$ cat config.mk
export PLATFORM = sky130hd
export DESIGN_NAME = glitch_burst_gen
export DESIGN_NICKNAME = d
export VERILOG_FILES = /design/src/rtl/glitch_burst_gen.sv
export SDC_FILE = /design/constraint.sdc
export NUM_CORES = 1
export LEC_CHECK = 0
export CORE_MARGIN = 3
export CORE_UTILIZATION = 56
export DETAILED_ROUTE_END_ITERATION = 7
export PLACE_DENSITY = 0.8
export SYNTH_ARGS = -nofsm -noshare
export SYNTH_HDL_FRONTEND = slang
export SYNTH_SLANG_ARGS = --single-unit
$ cat constraint.sdc
create_clock -name clk_in -period 4.9 [get_ports clk_in]
set_input_delay 0.735 -clock clk_in [delete_from_list [all_inputs] [get_ports clk_in]]
set_output_delay 0.735 -clock clk_in [all_outputs]
set_load 0.02 [all_outputs]
$ cat src/rtl/glitch_burst_gen.sv
// glitch_burst_gen: trigger-started burst (delay, N pulses of width W, gaps) with toggle mode and width sweep; ins clk_in/reset/arm/trigger/cfg_*, outs glitch_out/busy/done/sweep_cur/sweep_wrap
module glitch_burst_gen #(
  parameter int DLY_W = 16,
  parameter int WID_W = 8,
  parameter int GAP_W = 8,
  parameter int REP_W = 4
) (
  input  logic             clk_in,
  input  logic             reset,
  input  logic             arm,
  input  logic             trigger,
  input  logic [DLY_W-1:0] cfg_delay,
  input  logic [WID_W-1:0] cfg_width,
  input  logic [GAP_W-1:0] cfg_gap,
  input  logic [REP_W-1:0] cfg_repeat,
  input  logic             cfg_toggle,
  input  logic             cfg_sweep,
  input  logic [WID_W-1:0] cfg_sweep_step,
  output logic             glitch_out,
  output logic             busy,
  output logic             done,
  output logic [WID_W-1:0] sweep_cur,
  output logic             sweep_wrap
);
  localparam int CW = DLY_W > WID_W ? (DLY_W > GAP_W ? DLY_W : GAP_W) : (WID_W > GAP_W ? WID_W : GAP_W);
  typedef enum logic [2:0] {IDLE, DELAY, PULSE, GAP, DONE} state_t;
  state_t state_q, state_d;
  logic trig_q, trig_d;
  logic [CW-1:0] cnt_q, cnt_d;
  logic [DLY_W-1:0] dly_q, dly_d;
  logic [WID_W-1:0] wid_q, wid_d, step_q, step_d, max_q, max_d, sweep_q, sweep_d;
  logic [GAP_W-1:0] gap_q, gap_d;
  logic [REP_W-1:0] rep_q, rep_d;
  logic tog_q, tog_d, swp_q, swp_d, wrap_q, wrap_d;
  logic glitch_q, glitch_d, busy_q, busy_d, done_q, done_d;
  logic abort, last, over;
  logic [CW-1:0] len;
  logic [WID_W-1:0] w_sel;
  logic [WID_W:0] sum;
  always_comb begin
    trig_d = trigger;
    state_d = state_q;
    cnt_d = cnt_q;
    dly_d = dly_q;
    wid_d = wid_q;
    gap_d = gap_q;
    rep_d = rep_q;
    tog_d = tog_q;
    swp_d = swp_q;
    step_d = step_q;
    max_d = max_q;
    sweep_d = sweep_q;
    wrap_d = wrap_q;
    abort = !arm && state_q != IDLE;
    w_sel = cfg_sweep ? sweep_q : cfg_width;
    len = state_q == DELAY ? CW'(dly_q) : state_q == PULSE ? CW'(wid_q) : CW'(gap_q);
    last = cnt_q + CW'(1) == len;
    sum = {1'b0, sweep_q} + {1'b0, step_q};
    over = sum > {1'b0, max_q};
    case (state_q)
      IDLE: begin
        if (!cfg_sweep) sweep_d = '0;
        if (trigger && !trig_q && arm) begin
          dly_d = cfg_delay;
          wid_d = w_sel;
          gap_d = cfg_gap;
          rep_d = cfg_repeat;
          tog_d = cfg_toggle;
          swp_d = cfg_sweep;
          step_d = cfg_sweep_step;
          max_d = cfg_width;
          cnt_d = '0;
          state_d = cfg_delay != '0 ? DELAY : w_sel != '0 ? PULSE : DONE;
        end
      end
      DELAY: begin
        cnt_d = last ? '0 : cnt_q + CW'(1);
        if (last) state_d = wid_q != '0 ? PULSE : DONE;
      end
      PULSE: begin
        // counter restarts per pulse so its LSB gives the toggle phase
        cnt_d = last ? '0 : cnt_q + CW'(1);
        if (last) begin
          state_d = rep_q == '0 ? DONE : gap_q != '0 ? GAP : PULSE;
          rep_d = rep_q == '0 ? rep_q : rep_q - REP_W'(1);
        end
      end
      GAP: begin
        cnt_d = last ? '0 : cnt_q + CW'(1);
        if (last) state_d = PULSE;
      end
      DONE: begin
        state_d = IDLE;
        if (swp_q) begin
          sweep_d = over ? '0 : sum[WID_W-1:0];
          wrap_d = wrap_q ^ over;
        end
      end
      default: state_d = IDLE;
    endcase
    if (abort) begin
      state_d = IDLE;
      sweep_d = sweep_q;
      wrap_d = wrap_q;
    end
    glitch_d = !abort && state_q == PULSE && (!tog_q || !cnt_q[0]);
    busy_d = !abort && state_q != IDLE;
    done_d = !abort && state_q == DONE;
  end
  always_ff @(posedge clk_in) begin
    if (reset) begin
      state_q <= IDLE;
      trig_q <= 1'b0;
      cnt_q <= '0;
      dly_q <= '0;
      wid_q <= '0;
      gap_q <= '0;
      rep_q <= '0;
      tog_q <= 1'b0;
      swp_q <= 1'b0;
      step_q <= '0;
      max_q <= '0;
      sweep_q <= '0;
      wrap_q <= 1'b0;
      glitch_q <= 1'b0;
      busy_q <= 1'b0;
      done_q <= 1'b0;
    end else begin
      state_q <= state_d;
      trig_q <= trig_d;
      cnt_q <= cnt_d;
      dly_q <= dly_d;
      wid_q <= wid_d;
      gap_q <= gap_d;
      rep_q <= rep_d;
      tog_q <= tog_d;
      swp_q <= swp_d;
      step_q <= step_d;
      max_q <= max_d;
      sweep_q <= sweep_d;
      wrap_q <= wrap_d;
      glitch_q <= glitch_d;
      busy_q <= busy_d;
      done_q <= done_d;
    end
  end
  assign glitch_out = glitch_q;
  assign busy = busy_q;
  assign done = done_q;
  assign sweep_cur = sweep_q;
  assign sweep_wrap = wrap_q;
endmodule

==> flow_summary.yaml, run 1 <==
yosys:
  synth_edf_count: 0
  yosys_warnings: 0
  synth.distinct_cells: 69
  synthCells: 613
  ys_top_cells_by_area: "dfxtp_1 (35%), nand2_1 (8.6%), a21oi_1 (6.7%)"
  ys.flop_type: "dfxtp_1"
  syn_nets: 683
  avgSynthCellArea_um2: 8.14
  synth_top_area_cell: "dfxtp_1"
  post_synth_instance_area_mm2: 0.00499
  synth_top_cell_area_share: 0.345
  synth_seq_area_share: 0.345
  ys_ff_latch: 86
  ys_async_sr_fraction: 0
placed_design:
  port_buffers: 61
  dpl.hpwl_um: 9410
  postPlaceCellArea_mm2: 0.00558
  place.gp.congestion: 0.931
  place_ws_ps: 944
floorplanning:
  fp.dieW_um: 100
  start_util: 0.592
  io_pins: 62
  die_y_um: 100
  coreArea_mm2: 0.00842
  die_area_mm2: 0.0101
  fp-row-count: 33
cts:
  clk_path_buf_depth: 2
  cts.sinks: 86
  htreeDepth: 3
  post_cts_resized: 0
  clk_latency_ps: 350
  cts_hold_buf: 0
  cts-root-buf: "clkbuf_8"
  post-cts-setup-buffers: 0
  cts_tree: "yes"
  cts_buffers: 9
  clk_pin_slew_worst_paths_ps: 90
worst_setup_path:
  start_kind: "register"
  cp_slowest_cell: "nor3b_1"
  worstPathCellList: "ha_1 -> fa_1 -> a21o_1 -> a21oi_1 -> xnor2_1 -> ha_1 -> nand4_1 -> nor2_1 -> a211o_1 -> a21o_1 -> a211o_1 -> a21oi_1 -> nor3b_1 -> a22o_1"
  critical_path_class: "reg -> reg"
  slowest_delay_ps: 820
  cp-end-kind: "register"
  arrival_ps: 4310
  crit_required_ps: 5190
  cp_max_fo: 8
sta:
  max_slew.worst_pin.slew_ps: 1110
  finalHoldViolCount: 0
  final_max_slew_viol_count: 0
  maxSlewHeadroom: 0.257
  fin_crit_ps: 4030
  setup_tns_ps: 0
  finalCritPeriodShare: 0.821
  fmax_ghz: 0.248
  setup_ws_ps: 875
  clock-skew-final_ps: 9.53
  grt_setup_unrepaired: "no"
  finalSetupViolCount: 0
power_and_ir_drop:
  p_leak_uw: 0.00210
  power_density_mw_per_mm2: 262
  irDropWorstVdd_v: 0.000191
drt:
  firstDrtPassIters: 5
  final_antenna_net_count: 0
  routed_wl_um: 12800
  wl_per_cell_um: 16.8
  drt_iter0_markers: 431
  dr_total_vias: 4710
  via_per_inst: 6.18
  drc: 0
global_routing:
  grt_pass1_vias: 4431
  grt_max_degree: 65
  antenna_found_initial: 0
  grt_first_pass_wirelength_um: 21100
  track_usage: 0.257
  overflow: 0
final_layout:
  num-nets-final: 722
  final_cell_area_mm2: 0.00576
  antenna_cells: 0
  mostFrequentLayoutCells: "nand2_1 (114), dfxtp_1 (86), a21oi_1 (67)"
  layout-drive-gt1-share: 0.0639
  layout_commonest_cell: "nand2_1"
  areaGrowthSynthToFinish_pct: 15.4
outcome:
  status: "finished clean"
min_path:
  min_path_type: "reg -> reg"
run:
  drv_cap: 0
## area by class of cell
class / instances / area (µm²)
Timing Repair Buffer: 65 / 636
Multi-Input combinational cell: 461 / 2980
Tap cell: 105 / 131
Clock inverter: 7 / 56.3
Inverter: 29 / 109
Clock buffer: 9 / 124
Sequential cell: 86 / 1720
Fill cell: 705 / 2670
## power breakdown
| part | internal [µW] | total [µW] | switching (µW) |
|---|---|---|---|
| combinational | 127 | 278 | 151 |
| clock | 193 | 471 | 278 |
| sequential | 726 | 757 | 31.2 |
## state kept, by name (all words and copies together) (netlist names), 4 cells and up
signal     cells
max_q          8
rep_q          4
step_q         8
dly_q         16
gap_q          8
sweep_cur      8
cnt_q         16
wid_q          8
## worst max-delay path: cells and delay by family, from the launching register on
kind	cells	cell delay (ps)
compound gates	7	1520
fa+ha+maj	3	920
simple gates	3	990
xor+xnor	1	170
flops	1	360
## routing by layer
metal | up-vias | GRT usage | wire, µm
met4 | 0 | 0.0684 | 159
met5 | - | 0 | 0
met1 | 2185 | 0.370 | 5890
li1 | 2295 | - | -
met3 | 21 | 0.0459 | 991
met2 | 209 | 0.398 | 5750
## per-stage QoR
stage          instances  power (µW)  utilization  hold WS (ps)
6_report             762        1510        0.683           462
3_3_place_gp         746        1040        0.662           442
2_1_floorplan        613         955            -           420
4_1_cts              762        1510        0.683           464
3_5_place_dp         746        1050        0.662           450
5_1_grt              762        1580        0.683           485
## synth_stat cells (5+ instances only)
cell,number
nor4_1,13
nand2_1,114
mux2i_1,12
o22ai_1,5
xor2_1,5
and3_1,5
nand4_1,10
a21o_1,6
nand3_1,23
nor2b_1,5
a31oi_1,5
a21oi_1,67
buf_2,8
xnor2_1,14
clkbuf_1,18
inv_1,29
a211oi_1,9
a22o_1,16
dfxtp_1,86
ha_1,19
nor2_1,28
or3_1,5
o21ai_0,15
nor3_1,7
## cell families after synthesis
kind of cell,after synthesis,share of synthesized area
AO/OA/AOI/OAI,168,0.229
XOR/XNOR,22,0.0456
adder cells (fa/ha/maj),20,0.0517
buffers and inverters,66,0.0592
flip-flops,86,0.345
multiplexers,13,0.0263
AND/OR/NAND/NOR,238,0.243
## final timing paths
check | from | to | slack, ps | cells after the start
worst max-delay path | sweep_cur[0]$_SDFFE_PP0P_ | sweep_cur[6]$_SDFFE_PP0P_ | 870 | 14
worst min-delay path | max_q[3]$_SDFFE_PP0P_ | max_q[3]$_SDFFE_PP0P_ | 460 | 2
worst max register to register | sweep_cur[0]$_SDFFE_PP0P_ | sweep_cur[6]$_SDFFE_PP0P_ | 870 | 14
worst min register to register | max_q[3]$_SDFFE_PP0P_ | max_q[3]$_SDFFE_PP0P_ | 460 | 2
(Power assumes the default switching activity.)
==> run 2: changes to the inputs <==
Clock period 4.9 ns to 4.2 ns, I/O delays scaled along.
==> flow_summary.yaml, run 2 (synthesis gave the netlist of run 1 again) <==
global_routing:
  grt_pass1_vias: 4437
  track_usage: 0.263
  grt_max_degree: 48
  use_met3: 0.0521
  busiest_layer: "met2"
  antenna_found_initial: 0
  overflow: 0
  met1_usage: 0.374
  grt_first_pass_wirelength_um: 21600
  grtUsageMet2: 0.403
drt:
  drt_iter0_markers: 333
  via_per_inst: 6.22
  drc: 0
  dr_total_vias: 4757
  routed_wl_um: 13100
  final_antenna_net_count: 0
  wl_per_cell_um: 17.1
  firstDrtPassIters: 6
sta:
  final_max_slew_viol_count: 0
  maxSlewHeadroom: 0.491
  fmax_ghz: 0.276
  setup_ws_ps: 582
  clock-skew-final_ps: 14.2
  grt_setup_unrepaired: "no"
  finalSetupViolCount: 0
  fin_crit_ps: 3620
  max_slew.worst_pin.slew_ps: 762
  setup_tns_ps: 0
  finalHoldViolCount: 0
  finalCritPeriodShare: 0.861
placed_design:
  place_ws_ps: 622
  dpl.hpwl_um: 9720
  place.gp.congestion: 0.937
  port_buffers: 61
  postPlaceCellArea_mm2: 0.00561
power_and_ir_drop:
  p_leak_uw: 0.00212
  power_density_mw_per_mm2: 311
  irDropWorstVdd_v: 0.000211
floorplanning:
  coreArea_mm2: 0.00842
  fp.dieW_um: 100
  start_util: 0.592
  fp-row-count: 33
  die_y_um: 100
  io_pins: 62
  die_area_mm2: 0.0101
run:
  drv_cap: 0
worst_setup_path:
  arrival_ps: 3910
  critical_path_class: "reg -> reg"
  crit_required_ps: 4490
  start_kind: "register"
  cp_max_fo: 8
  cp-end-kind: "register"
cts:
  clk_latency_ps: 350
  cts-root-buf: "clkbuf_8"
  cts_hold_buf: 0
  clk_pin_slew_worst_paths_ps: 90
  cts_buffers: 9
  clk_path_buf_depth: 2
  cts_tree: "yes"
  post_cts_resized: 0
  post-cts-setup-buffers: 0
  htreeDepth: 3
  cts.sinks: 86
final_layout:
  reg.largest.list: "cnt_q: 16 flops, dly_q: 16 flops"
  multi_input_area_mm2: 0.00298
  layout_commonest_cell: "nand2_1"
  final_cell_area_mm2: 0.00580
  num-nets-final: 726
  ff_latch_area_mm2: 0.00172
  areaGrowthSynthToFinish_pct: 16.3
  fill_cells: 707
  mostFrequentLayoutCells: "nand2_1 (114), dfxtp_1 (86), a21oi_1 (67)"
  layout-drive-gt1-share: 0.0682
  antenna_cells: 0
outcome:
  status: "finished clean"
min_path:
  min_path_type: "reg -> reg"
run 2: path summary, 6_finish.rpt:
kind / from / end / slack, ps / cells past startpoint
setup / recovery: sweep_cur[0]$_SDFFE_PP0P_ / sweep_cur[1]$_SDFFE_PP0P_ / 580 / 15
hold / removal: max_q[1]$_SDFFE_PP0P_ / max_q[1]$_SDFFE_PP0P_ / 460 / 2
setup reg to reg: sweep_cur[0]$_SDFFE_PP0P_ / sweep_cur[1]$_SDFFE_PP0P_ / 580 / 15
hold reg to reg: max_q[1]$_SDFFE_PP0P_ / max_q[1]$_SDFFE_PP0P_ / 460 / 2
run 2: worst max-delay path, stage by stage, from the launching register on:
cell	delay, ps
dfxtp_1	360
ha_1	240
fa_1	430
a21o_1	180
a21oi_1	210
xnor2_1	170
ha_1	280
nand4_1	110
nor2_1	50
a211o_1	260
a21o_1	180
a211o_1	290
a21oi_1	200
nor3b_1	240
buf_4	200
a22o_1	140
run 2: power breakdown:
group	total, µW	internal [µW]	switching (µW)	leakage, µW
Combinational	329	150	179	0.00133
Clock	595	289	305	0.0000948
Sequential	882	847	35.4	0.000698
run 2: final cells by class:
cell class,instances,area share
multi-input combinational,461,0.513
inverter,29,0.0188
sequential,86,0.297
tap,105,0.0226
clock buffer,10,0.0237
clock inverter,5,0.0101
timing repair buffer,69,0.115
run 2: metal layers:
layer / routed length, µm / up-vias / part of all wire
li1: - / 2300 / -
met1: 6210 / 2240 / 0.47
met2: 5770 / 188 / 0.44
met3: 891 / 29 / 0.068
met4: 223 / 0 / 0.017
met5: 0 / - / 0
run 2: per-stage QoR:
stage	util	instances	hold WS [ps]	total power (µW)
final	0.689	765	460	1810
after detailed placement	0.666	750	448	1220
after CTS	0.689	765	459	1810
after global placement	0.666	750	443	1210
after floorplan	-	613	420	1110
after global routing	0.689	765	477	1880
